[src/rtl/mc_pkg.sv]
// Shared types and encodings for the RV32I multi-cycle sequencer.
package mc_pkg;

  typedef enum logic [2:0] {
    ST_FETCH  = 3'd0,
    ST_DECODE = 3'd1,
    ST_EXEC   = 3'd2,
    ST_MEM    = 3'd3,
    ST_WB     = 3'd4,
    ST_HALT   = 3'd5
  } state_e;

  typedef enum logic [2:0] {
    CLS_R,
    CLS_I,
    CLS_LW,
    CLS_SW,
    CLS_BR,
    CLS_JAL,
    CLS_BAD
  } op_cls_e;

  localparam logic [6:0] OPC_R   = 7'b0110011;
  localparam logic [6:0] OPC_I   = 7'b0010011;
  localparam logic [6:0] OPC_LW  = 7'b0000011;
  localparam logic [6:0] OPC_SW  = 7'b0100011;
  localparam logic [6:0] OPC_BR  = 7'b1100011;
  localparam logic [6:0] OPC_JAL = 7'b1101111;

  localparam logic [3:0] ALU_ADD  = 4'b0000;
  localparam logic [3:0] ALU_SUB  = 4'b1000;
  localparam logic [3:0] ALU_SLL  = 4'b0001;
  localparam logic [3:0] ALU_SLT  = 4'b0010;
  localparam logic [3:0] ALU_SLTU = 4'b0011;
  localparam logic [3:0] ALU_XOR  = 4'b0100;
  localparam logic [3:0] ALU_SRL  = 4'b0101;
  localparam logic [3:0] ALU_SRA  = 4'b1101;
  localparam logic [3:0] ALU_OR   = 4'b0110;
  localparam logic [3:0] ALU_AND  = 4'b0111;

  localparam logic [2:0] BR_NONE = 3'b010;

  localparam logic [1:0] C3_ALU = 2'b00;
  localparam logic [1:0] C3_MEM = 2'b01;
  localparam logic [1:0] C3_PC4 = 2'b10;

  function automatic op_cls_e classify(input logic [6:0] opcode);
    op_cls_e cls;
    case (opcode)
      OPC_R:   cls = CLS_R;
      OPC_I:   cls = CLS_I;
      OPC_LW:  cls = CLS_LW;
      OPC_SW:  cls = CLS_SW;
      OPC_BR:  cls = CLS_BR;
      OPC_JAL: cls = CLS_JAL;
      default: cls = CLS_BAD;
    endcase
    return cls;
  endfunction

endpackage

[src/rtl/mc_alu_dec.sv]
// Combinational decode of opcode/funct3/funct7 into instruction class,
// ALU operation and an illegal-encoding flag.
module mc_alu_dec
  import mc_pkg::*;
(
  input  logic [6:0] opcode_i,
  input  logic [2:0] funct3_i,
  input  logic [6:0] funct7_i,
  output op_cls_e    cls_o,
  output logic [3:0] alu_op_o,
  output logic       illegal_o
);

  function automatic logic [3:0] alu_map(input logic [3:0] key);
    logic [3:0] op;
    case (key)
      4'b0000: op = ALU_ADD;
      4'b1000: op = ALU_SUB;
      4'b0001: op = ALU_SLL;
      4'b0010: op = ALU_SLT;
      4'b0011: op = ALU_SLTU;
      4'b0100: op = ALU_XOR;
      4'b0101: op = ALU_SRL;
      4'b1101: op = ALU_SRA;
      4'b0110: op = ALU_OR;
      4'b0111: op = ALU_AND;
      default: op = ALU_ADD;
    endcase
    return op;
  endfunction

  logic r_funct7_ok;

  // Only SUB and SRA may carry funct7=0100000; every other nonzero funct7 is rejected.
  assign r_funct7_ok = (funct7_i == 7'b0000000) ||
                       ((funct7_i == 7'b0100000) &&
                        ((funct3_i == 3'b000) || (funct3_i == 3'b101)));

  always_comb begin
    cls_o     = classify(opcode_i);
    alu_op_o  = ALU_ADD;
    illegal_o = 1'b0;
    case (cls_o)
      CLS_R: begin
        if (r_funct7_ok) alu_op_o = alu_map({funct7_i[5], funct3_i});
        else             illegal_o = 1'b1;
      end
      CLS_I: begin
        alu_op_o = alu_map({(funct3_i == 3'b101) && funct7_i[5], funct3_i});
      end
      CLS_BR: begin
        alu_op_o  = ALU_SUB;
        illegal_o = (funct3_i == 3'b010) || (funct3_i == 3'b011);
      end
      CLS_BAD: illegal_o = 1'b1;
      default: alu_op_o = ALU_ADD;
    endcase
  end

endmodule

[src/rtl/multicycle_ctrl.sv]
// Multi-cycle FETCH/DECODE/EXEC/MEM/WB sequencer driving the RV32I datapath
// enables and selects, with retire counting, illegal and timeout flags.
module multicycle_ctrl
  import mc_pkg::*;
#(
  parameter int unsigned WAIT_MAX = 255,
  parameter int unsigned CNT_W    = 32
) (
  input  logic             clk,
  input  logic             rst,
  input  logic [31:0]      instr,
  input  logic             br_taken,
  input  logic             imem_ready,
  input  logic             dmem_ready,
  output logic             imem_req,
  output logic             ir_we,
  output logic             dmem_req,
  output logic             dmem_we,
  output logic             mdr_we,
  output logic             pc_we,
  output logic             pc_sel,
  output logic             reg_we,
  output logic             c1,
  output logic             c2,
  output logic [1:0]       c3,
  output logic [3:0]       alu_op,
  output logic [2:0]       branch,
  output logic             illegal,
  output logic             bus_err,
  output logic [CNT_W-1:0] instret,
  output logic [2:0]       state_o
);

  localparam int unsigned WAIT_W = (WAIT_MAX < 2) ? 1 : $clog2(WAIT_MAX + 1);
  localparam logic [WAIT_W-1:0] WAIT_LAST = (WAIT_MAX == 0) ? '0 : WAIT_W'(WAIT_MAX - 1);

  state_e            state_q, state_d;
  logic [WAIT_W-1:0] wait_q, wait_d;
  logic              illegal_q, illegal_d;
  logic              bus_err_q, bus_err_d;
  logic [CNT_W-1:0]  instret_q, instret_d;
  logic              waiting, timeout;

  op_cls_e    cls;
  logic [3:0] dec_alu_op;
  logic       dec_illegal;
  logic [2:0] funct3;
  logic       unused_instr_fields;

  assign funct3              = instr[14:12];
  assign unused_instr_fields = ^{instr[24:15], instr[11:7]};

  mc_alu_dec u_alu_dec (
    .opcode_i  (instr[6:0]),
    .funct3_i  (funct3),
    .funct7_i  (instr[31:25]),
    .cls_o     (cls),
    .alu_op_o  (dec_alu_op),
    .illegal_o (dec_illegal)
  );

  always_comb begin
    imem_req  = 1'b0;
    ir_we     = 1'b0;
    dmem_req  = 1'b0;
    dmem_we   = 1'b0;
    mdr_we    = 1'b0;
    pc_we     = 1'b0;
    pc_sel    = 1'b0;
    reg_we    = 1'b0;
    c1        = 1'b0;
    c2        = 1'b0;
    c3        = C3_ALU;
    alu_op    = ALU_ADD;
    branch    = BR_NONE;
    state_d   = state_q;
    illegal_d = illegal_q;
    bus_err_d = bus_err_q;
    waiting   = ((state_q == ST_FETCH) && !imem_ready) ||
                ((state_q == ST_MEM) && !dmem_ready);
    timeout   = (WAIT_MAX != 0) && waiting && (wait_q == WAIT_LAST);

    case (state_q)
      ST_FETCH: begin
        imem_req = 1'b1;
        if (imem_ready) begin
          ir_we   = 1'b1;
          state_d = ST_DECODE;
        end else if (timeout) begin
          bus_err_d = 1'b1;
          state_d   = ST_HALT;
        end
      end
      ST_DECODE: begin
        if (dec_illegal) begin
          illegal_d = 1'b1;
          state_d   = ST_HALT;
        end else begin
          state_d = ST_EXEC;
        end
      end
      ST_EXEC: begin
        alu_op = dec_alu_op;
        case (cls)
          CLS_R:  state_d = ST_WB;
          CLS_I: begin
            c2      = 1'b1;
            state_d = ST_WB;
          end
          CLS_LW: begin
            c2      = 1'b1;
            state_d = ST_MEM;
          end
          CLS_SW: begin
            c1      = 1'b1;
            c2      = 1'b1;
            state_d = ST_MEM;
          end
          CLS_BR: begin
            branch  = funct3;
            pc_we   = 1'b1;
            pc_sel  = br_taken;
            state_d = ST_FETCH;
          end
          CLS_JAL: begin
            c3      = C3_PC4;
            reg_we  = 1'b1;
            pc_we   = 1'b1;
            pc_sel  = 1'b1;
            state_d = ST_FETCH;
          end
          default: begin
            illegal_d = 1'b1;
            state_d   = ST_HALT;
          end
        endcase
      end
      ST_MEM: begin
        alu_op   = dec_alu_op;
        dmem_req = 1'b1;
        dmem_we  = (cls == CLS_SW);
        c1       = (cls == CLS_SW);
        c2       = 1'b1;
        if (dmem_ready) begin
          if (cls == CLS_SW) begin
            pc_we   = 1'b1;
            state_d = ST_FETCH;
          end else begin
            mdr_we  = 1'b1;
            state_d = ST_WB;
          end
        end else if (timeout) begin
          bus_err_d = 1'b1;
          state_d   = ST_HALT;
        end
      end
      ST_WB: begin
        alu_op  = dec_alu_op;
        c2      = (cls != CLS_R);
        c3      = (cls == CLS_LW) ? C3_MEM : C3_ALU;
        reg_we  = 1'b1;
        pc_we   = 1'b1;
        state_d = ST_FETCH;
      end
      ST_HALT: state_d = ST_HALT;
      default: state_d = ST_FETCH;
    endcase
  end

  // Every retiring cycle is also the single PC-update cycle of that instruction.
  always_comb begin
    instret_d = pc_we ? instret_q + CNT_W'(1) : instret_q;
    if ((WAIT_MAX != 0) && waiting && (state_d == state_q)) wait_d = wait_q + WAIT_W'(1);
    else                                                     wait_d = '0;
  end

  always_ff @(posedge clk) begin
    if (rst) begin
      state_q   <= ST_FETCH;
      wait_q    <= '0;
      illegal_q <= 1'b0;
      bus_err_q <= 1'b0;
      instret_q <= '0;
    end else begin
      state_q   <= state_d;
      wait_q    <= wait_d;
      illegal_q <= illegal_d;
      bus_err_q <= bus_err_d;
      instret_q <= instret_d;
    end
  end

  assign illegal = illegal_q;
  assign bus_err = bus_err_q;
  assign instret = instret_q;
  assign state_o = state_q;

endmodule

[config.mk]
export PLATFORM = sky130hd
export DESIGN_NAME = multicycle_ctrl
export DESIGN_NICKNAME = d
export VERILOG_FILES = /design/src/rtl/mc_pkg.sv /design/src/rtl/mc_alu_dec.sv /design/src/rtl/multicycle_ctrl.sv
export SDC_FILE = /design/constraint.sdc
export NUM_CORES = 1
export LEC_CHECK = 0
export BUFFER_PORTS_ARGS = -buffer_cell sky130_fd_sc_hd__buf_2
export CORE_ASPECT_RATIO = 1.75
export CORE_MARGIN = 2
export CORE_UTILIZATION = 50
export CTS_BUF_LIST = sky130_fd_sc_hd__clkbuf_16
export CTS_CLUSTER_DIAMETER = 80
export DETAILED_ROUTE_END_ITERATION = 10
export MAX_ROUTING_LAYER = met4
export PLACE_DENSITY = 0.77
export SLEW_MARGIN = 5
export SYNTH_ARGS = -nofsm -noshare
export SYNTH_HDL_FRONTEND = slang
export SYNTH_SLANG_ARGS = --single-unit
[constraint.sdc]
create_clock -name clk -period 3.9 [get_ports clk]
set_input_delay 0.39 -clock clk [delete_from_list [all_inputs] [get_ports clk]]
set_output_delay 0.39 -clock clk [all_outputs]
set_load 0.01 [all_outputs]
After elaboration in Yosys (flattened, before gate mapping)
Memories as Yosys holds them, arrays and structs flattened.
Cells that the tools add are included.
{"block": "classes", "reduce_logical": 28, "n_eq_ne": 27, "n_mux": 44, "n_bitwise": 1, "addsub": 2}
{"operator": "adder 32 x 1 -> 32 bit (second input constant)", "n": 1}
{"operator": "equality test 7 x 6 -> 1 bit (second input constant)", "n": 3}
{"operator": "two-way mux 1 bit", "n": 21}
{"operator": "two-way mux 3 bit", "n": 7}
{"operator": "equality test 3 x 2 -> 1 bit (second input constant)", "n": 6}
{"operator": "equality test 3 bit (second input constant)", "n": 6}
{"operator": "case mux 3 bit (6 select lines)", "n": 1}
{"operator": "case mux 3 bit (5 select lines)", "n": 1}
{"operator": "equality test 7 bit (second input constant)", "n": 2}
{"operator": "case mux 4 bit (3 select lines)", "n": 1}
{"operator": "case mux 1 bit (2 select lines)", "n": 5}
{"operator": "zero test 3 bit", "n": 3}
{"operator": "case mux 1 bit (3 select lines)", "n": 3}
{"operator": "case mux 3 bit (3 select lines)", "n": 1}
{"operator": "adder 8 x 1 -> 8 bit (second input constant)", "n": 1}
{"operator": "equality test 8 bit (second input constant)", "n": 1}
{"operator": "two-way mux 4 bit", "n": 2}
{"operator": "!= test 2 bit (second input constant)", "n": 4}
{"operator": "OR reduction 2 bit", "n": 4}
{"operator": "equality test 7 x 2 -> 1 bit (second input constant)", "n": 1}
{"operator": "equality test 7 x 5 -> 1 bit (second input constant)", "n": 1}
{"operator": "zero test 7 bit", "n": 1}
{"operator": "equality test 3 x 1 -> 1 bit (second input constant)", "n": 2}
{"operator": "logical AND 1 bit", "n": 6}
{"operator": "11 further kinds", "n": 18}
{"block": "word_totals", "rom_bits": 128, "word_cells": 109, "out_inout_bits": 56, "n_memories": 2, "reg_bits": 45, "inputBits": 37}
{"name": "(name not given)", "words": 16, "word_bits": 4, "rd": 1, "rd_ports_with_merged_regs": 0, "wr": 0, "line_no": "mc_alu_dec.sv:16", "text": "case (key)"}
{"name": "(name not given)", "words": 16, "word_bits": 4, "rd": 1, "rd_ports_with_merged_regs": 0, "wr": 0, "line_no": "mc_alu_dec.sv:16"}

Logic depth before layout (Yosys ltp)
{"block": "logic_depth", "word_depth": 12, "mapped_depth": 11, "mapped_depth_nobuf": 9}

Hierarchy
A second synthesis with hierarchy kept.
{"block": "unflattened", "hier_cells": 338, "area_unflattened_um2": 2701.3}
{"module": "multicycle_ctrl", "instances": 1, "seq_area_each_um2": 900.9, "cells_each": 292, "area_per_inst_um2": 2407.3}
{"module": "mc_alu_dec", "instances": 1, "seq_area_each_um2": 0.0, "cells_each": 46, "area_per_inst_um2": 294.0}

Worst setup path before layout
OpenSTA, ideal clock, no wires.
{"block": "synth_path", "path_kind": "in2reg", "startpoint": "input port instr[3]", "endpoint": "register instret_q[31], in the netlist instret[31]", "slack_ns": 0.322, "arrival_time_ns": 3.455, "n_path_buf": 3, "required_time_ns": 3.777, "setup_ns": 0.123, "stages": 11, "cell_sequence": "nand4bb_1 > clkbuf_1 > or3_1 > clkbuf_1 > ha_1 > or4b_4 > nor4_4 > nor2_1 > buf_2 > nor4_1 > mux2_1"}
{"block": "synth_between", "elab_chain_len": 6, "word_cells_on_any_way": 15, "classes_between": "9 x eq/ne; 5 x mux; 1 x reduce/logical"}
{"element": "start, declared", "line_no": "multicycle_ctrl.sv:11", "text": "input logic [31:0] instr,"}
{"element": "equality test 7 bit (tied with other cells)", "line_no": "mc_pkg.sv:49", "text": "case (opcode)"}
{"element": "case mux 3 bit (6 select lines) *", "line_no": "mc_pkg.sv:49"}
{"element": "equality test 3 x 2 -> 1 bit or equality test 3 bit (tied branches)", "line_no": "multicycle_ctrl.sv:145, multicycle_ctrl.sv:104"}
{"element": "two-way mux 1 bit or OR reduction 2 bit (tied branches)"}
{"element": "two-way mux 1 bit (on tied branches)", "line_no": "multicycle_ctrl.sv:144, multicycle_ctrl.sv:104"}
{"element": "case mux 1 bit (3 select lines) *", "line_no": "multicycle_ctrl.sv:83", "text": "case (state_q)"}
{"element": "end signal, assigned", "line_no": "multicycle_ctrl.sv:189", "text": "instret_q <= instret_d;"}
{"element": "end, declared", "line_no": "multicycle_ctrl.sv:41", "text": "logic [CNT_W-1:0] instret_q, instret_d;"}
Every way passes the cells marked *; elsewhere a longest branch is shown, timed or not.
A chain may end at the register's enable or synchronous reset.

Worst setup path after layout
{"block": "layout_path", "startpoint": "input port instr[3]", "endpoint": "output port alu_op[0]"}
{"block": "layout_between", "elab_chain_len": 5, "word_cells_on_any_way": 12, "classes_between": "8 x eq/ne; 3 x mux; 1 x reduce/logical"}
{"element": "equality test 7 bit (tied with other cells)", "line_no": "mc_pkg.sv:49"}
{"element": "case mux 3 bit (6 select lines) *", "line_no": "mc_pkg.sv:49"}
{"element": "equality test 3 bit (tied with other cells)", "line_no": "mc_alu_dec.sv:43", "text": "case (cls_o)"}
{"element": "case mux 4 bit (3 select lines) *", "line_no": "mc_alu_dec.sv:43"}
{"element": "two-way mux 4 bit *", "line_no": "multicycle_ctrl.sv:83"}
{"element": "end, declared", "line_no": "multicycle_ctrl.sv:26", "text": "output logic [3:0] alu_op,"}
Marks and branches as above.

==> tab_implementation.tex <==
\begin{tabular}{lr}
\hline
Metric & Value \\
\hline
\multicolumn{2}{l}{\textbf{Synth}} \\
Net count after synthesis & 369 \\
Cell taking the most area after synthesis & sky130\_fd\_sc\_hd\_\_dfxtp\_1 \\
Count of synthesis-stage warnings from yosys & 0 \\
Area of the mapped netlist & 2670 sq um \\
Most used flip-flop cell after synthesis & sky130\_fd\_sc\_hd\_\_dfxtp\_1 \\
Sequential share of the synthesized area & 33.8\% \\
Area share of the leading cell type in the synthesized netlist & 33.8\% \\
Top-count cell post-synth & sky130\_fd\_sc\_hd\_\_dfxtp\_1 \\
\#FFs+latches synth & 45 \\
Synth cell types & 47 \\
Commonest cells in the synthesized netlist & 45 x sky130\_fd\_sc\_hd\_\_dfxtp\_1, 43 x sky130\_fd\_sc\_hd\_\_nor2\_1, 22 x sky130\_fd\_sc\_hd\_\_xor2\_1 \\
Number of standard cells after synthesis & 325 \\
Mapped Avg Cell Area & 8.21 sq um \\
Number of synthesized flops with an enable pin & 0 \\
Fraction of synthesis flops using an asynchronous set or reset pin & 0\% \\
Top cells by area, synth & sky130\_fd\_sc\_hd\_\_dfxtp\_1 34\%, sky130\_fd\_sc\_hd\_\_xor2\_1 7.2\%, sky130\_fd\_sc\_hd\_\_nor2\_1 6.0\% \\
\multicolumn{2}{l}{\textbf{Final layout}} \\
Post-Route Utilization & 61.9\% \\
Number of non-filler instances in the completed layout & 454 \\
Fill cell total of the finished layout & 484 \\
Synth-to-Final Area Change & 20.9\% \\
Fraction of final layout cells with drive strength greater than 1 & 25.1\% \\
Post-layout nets & 442 \\
Antenna Cells & 0 \\
\multicolumn{2}{l}{\textbf{Timing}} \\
Hold violation total from the final report & 0 \\
Final worst slack & 0.730 ns \\
Aggregate negative setup slack & 0 ns \\
Final clock skew & 0.00575 ns \\
Max frequency & 316 MHz \\
Transition time at the pin with the least slew margin & 0.821 ns \\
Final period util & 81.3\% \\
Minimum clock period after layout & 3.17 ns \\
Number of endpoints failing setup at the final stage & 0 \\
Unrepaired setup endpoints after global routing & false \\
Number of max-slew violations in the final report & 0 \\
Slew headroom & 45.1\% \\
Hold slack final & 0.463 ns \\
\multicolumn{2}{l}{\textbf{Hold path}} \\
Endpoint of the worst hold-timing path & bus\_err \\
Path type of the worst min-delay path & reg2reg \\
Min-Delay Startpoint & bus\_err \\
Number of instances on the worst hold path & 2 \\
\multicolumn{2}{l}{\textbf{Setup path}} \\
Critical path required time & 3.51 ns \\
Crit path DAT & 2.78 ns \\
Element type at the critical path end & primary output \\
Startpoint-to-endpoint class of the critical path & in2out \\
R2r endpoint & instret[31] \\
Worst-case register-to-register setup slack & 1.14 ns \\
Startpoint type of the worst setup path & input port \\
Maximum net fanout on the critical path & 6 \\
Launching instance or port of the critical path & instr[3] \\
Worst flop-to-flop path startpoint & instret[12] \\
Path depth of the worst reg2reg path & 5 \\
\multicolumn{2}{l}{\textbf{Floorplanning}} \\
Effective utilization at floorplan & 51.2\% \\
Top Ports & 93 \\
Die Y-Extent & 101 microns \\
Die Width & 59.2 microns \\
Placeable Area & 5210 sq um \\
Floorplan die area & 5960 sq um \\
Rows & 35 \\
\multicolumn{2}{l}{\textbf{Clock network}} \\
Clock slew seen by the registers of the worst setup and hold paths & 0.06 ns \\
Root cell of the clock tree & sky130\_fd\_sc\_hd\_\_clkbuf\_16 \\
Insertion delay to the later sink of the worst-skew pair & 0.29 ns \\
Quantity of hold-fixing buffers added after cts & 0 \\
Clock tree sinks & 45 \\
Buffer levels on the longest clock path & 2 \\
CTS tree & built \\
Post-CTS resize count & 0 \\
Count of H-tree levels built during CTS & 2 \\
CTS buffer count & 5 \\
Setup repair bufs after CTS & 0 \\
\multicolumn{2}{l}{\textbf{Place}} \\
Quantity of I/O buffers inserted on ports & 77 \\
Dpl ws & 0.469 ns \\
Global placement routability congestion & 0.832 \\
Detailed placer's ending HPWL & 4940 microns \\
Total instance count after detailed placement & 446 \\
\multicolumn{2}{l}{\textbf{Drt}} \\
Number of iterations in the first detailed-routing pass & 4 \\
DRT antenna net count & 0 \\
Post-detailed-route wirelength per cell & 14.5 microns \\
Routed WL & 6570 microns \\
Via count & 2749 \\
DRC viols & 0 \\
Iteration-0 DRC Markers & 111 \\
DR vias/cell & 6.06 \\
\multicolumn{2}{l}{\textbf{Global routing}} \\
Pin count of the biggest net entering global routing & 40 \\
Number of global-route vias before repair & 2584 \\
Wire length of the first global-routing pass & 10900 microns \\
All-Layer GR Usage & 23.7\% \\
GRT overflow & 0 \\
Antenna violations before repair & 0 \\
\multicolumn{2}{l}{\textbf{Run}} \\
Number of maximum-capacitance constraint violations & 0 \\
\multicolumn{2}{l}{\textbf{Power and ir drop}} \\
Leakage power of the design & 1.33 nW \\
Peak supply drop & 0.277 mV \\
Power density cells & 299 nW/um\^{}2 \\
\multicolumn{2}{l}{\textbf{Status}} \\
Result of the run & completed \\
\hline
\end{tabular}
[power by group]
group	switching [mW]	internal [mW]
clock network	0.181	0.238
registers	0.00906	0.464
logic	0.0422	0.0297
[cell families after synthesis]
logic type / synth area share [%]
AO/OA/AOI/OAI: 17.4
XOR/XNOR: 8.53
adder cells (fa/ha/maj): 3.28
buffers and inverters: 3.99
flip-flops: 33.8
multiplexers: 0.797
AND/OR/NAND/NOR: 32.3
[through the flow]
step / instance area (sq um) / total power [mW]
5_1_grt: 3230 / 0.998
2_1_floorplan: 2670 / 0.525
4_1_cts: 3230 / 0.972
3_3_place_gp: 3080 / 0.554
3_5_place_dp: 3080 / 0.555
6_report: 3230 / 0.964
[worst max path at each step]
stage,end,cells after the start
2_1_floorplan,instret[31],11
3_3_place_gp,instret[31],11
3_5_place_dp,instret[31],11
4_1_cts,instret[31],11
5_1_grt,alu_op[2],11
6_report,alu_op[0],11
[layer usage]
metal | GRT usage [%] | routed length (microns) | up-vias
met4 | 9.62 | 155 | 0
met3 | 3.21 | 254 | 15
met1 | 23.8 | 2570 | 1309
met2 | 43.9 | 3600 | 79
li1 | - | - | 1346
met5 | - | 0 | -
[registers in the layout (all words and copies together) (netlist names)]
register	cells
bus_err	1
illegal	1
instret	32
state_o	3
wait_q	8
[worst max-delay path, cell delays in order]
cell and delay [ns]:
sky130_fd_sc_hd__buf_2 0.11, sky130_fd_sc_hd__nand4bb_1 0.25, sky130_fd_sc_hd__buf_4 0.21, sky130_fd_sc_hd__a21oi_1 0.18
sky130_fd_sc_hd__inv_1 0.11, sky130_fd_sc_hd__ha_1 0.28, sky130_fd_sc_hd__o21ai_0 0.24, sky130_fd_sc_hd__nand2_1 0.24
sky130_fd_sc_hd__o31ai_1 0.41, sky130_fd_sc_hd__o2111a_1 0.24, sky130_fd_sc_hd__buf_2 0.12
[final cells by class]
cell class                      instances  area [sq um]  share of cell area (%)
Timing Repair Buffer                   82           423                    13.1
Clock inverter                          3          21.3                   0.659
Inverter                                7          26.3                   0.814
Multi-Input combinational cell        257          1660                    51.5
Sequential cell                        45           901                    27.9
Tap cell                               55          68.8                    2.13
Clock buffer                            5           125                    3.88
[placed cells by master, fill, tap and decap left out, types with 2 or more instances in the layout]
cell type | Yosys | routed
sky130_fd_sc_hd__nor4_1 | 4 | 4
sky130_fd_sc_hd__o2111ai_1 | 4 | 4
sky130_fd_sc_hd__a21oi_1 | 18 | 18
sky130_fd_sc_hd__buf_4 | 0 | 5
sky130_fd_sc_hd__or2_2 | 4 | 4
sky130_fd_sc_hd__or4_1 | 11 | 11
sky130_fd_sc_hd__a211oi_1 | 3 | 3
sky130_fd_sc_hd__nand4b_1 | 3 | 3
sky130_fd_sc_hd__nor4b_1 | 2 | 2
sky130_fd_sc_hd__nand2_1 | 15 | 15
sky130_fd_sc_hd__a31oi_1 | 2 | 2
sky130_fd_sc_hd__nand3_1 | 12 | 12
sky130_fd_sc_hd__ha_1 | 7 | 7
sky130_fd_sc_hd__inv_1 | 7 | 7
sky130_fd_sc_hd__nand3b_1 | 5 | 5
sky130_fd_sc_hd__o21a_1 | 2 | 2
sky130_fd_sc_hd__o31ai_1 | 11 | 11
sky130_fd_sc_hd__clkbuf_16 | 0 | 5
sky130_fd_sc_hd__buf_2 | 4 | 77
sky130_fd_sc_hd__nand2b_1 | 2 | 2
sky130_fd_sc_hd__or3_1 | 5 | 5
sky130_fd_sc_hd__o211ai_1 | 6 | 6
sky130_fd_sc_hd__and3_1 | 8 | 8
sky130_fd_sc_hd__a21o_1 | 3 | 3
sky130_fd_sc_hd__xnor2_1 | 4 | 4
sky130_fd_sc_hd__o21ai_0 | 17 | 17
sky130_fd_sc_hd__and2_1 | 4 | 4
sky130_fd_sc_hd__o2111a_1 | 2 | 2
sky130_fd_sc_hd__nor3_1 | 13 | 13
sky130_fd_sc_hd__and4_1 | 4 | 4
sky130_fd_sc_hd__nor2b_1 | 2 | 2
sky130_fd_sc_hd__nor4_4 | 2 | 2
sky130_fd_sc_hd__dfxtp_1 | 45 | 45
sky130_fd_sc_hd__xor2_1 | 22 | 22
sky130_fd_sc_hd__nand4_1 | 6 | 6
sky130_fd_sc_hd__nor2_1 | 43 | 43
No activity file was read; power rests on OpenSTA's default activity.
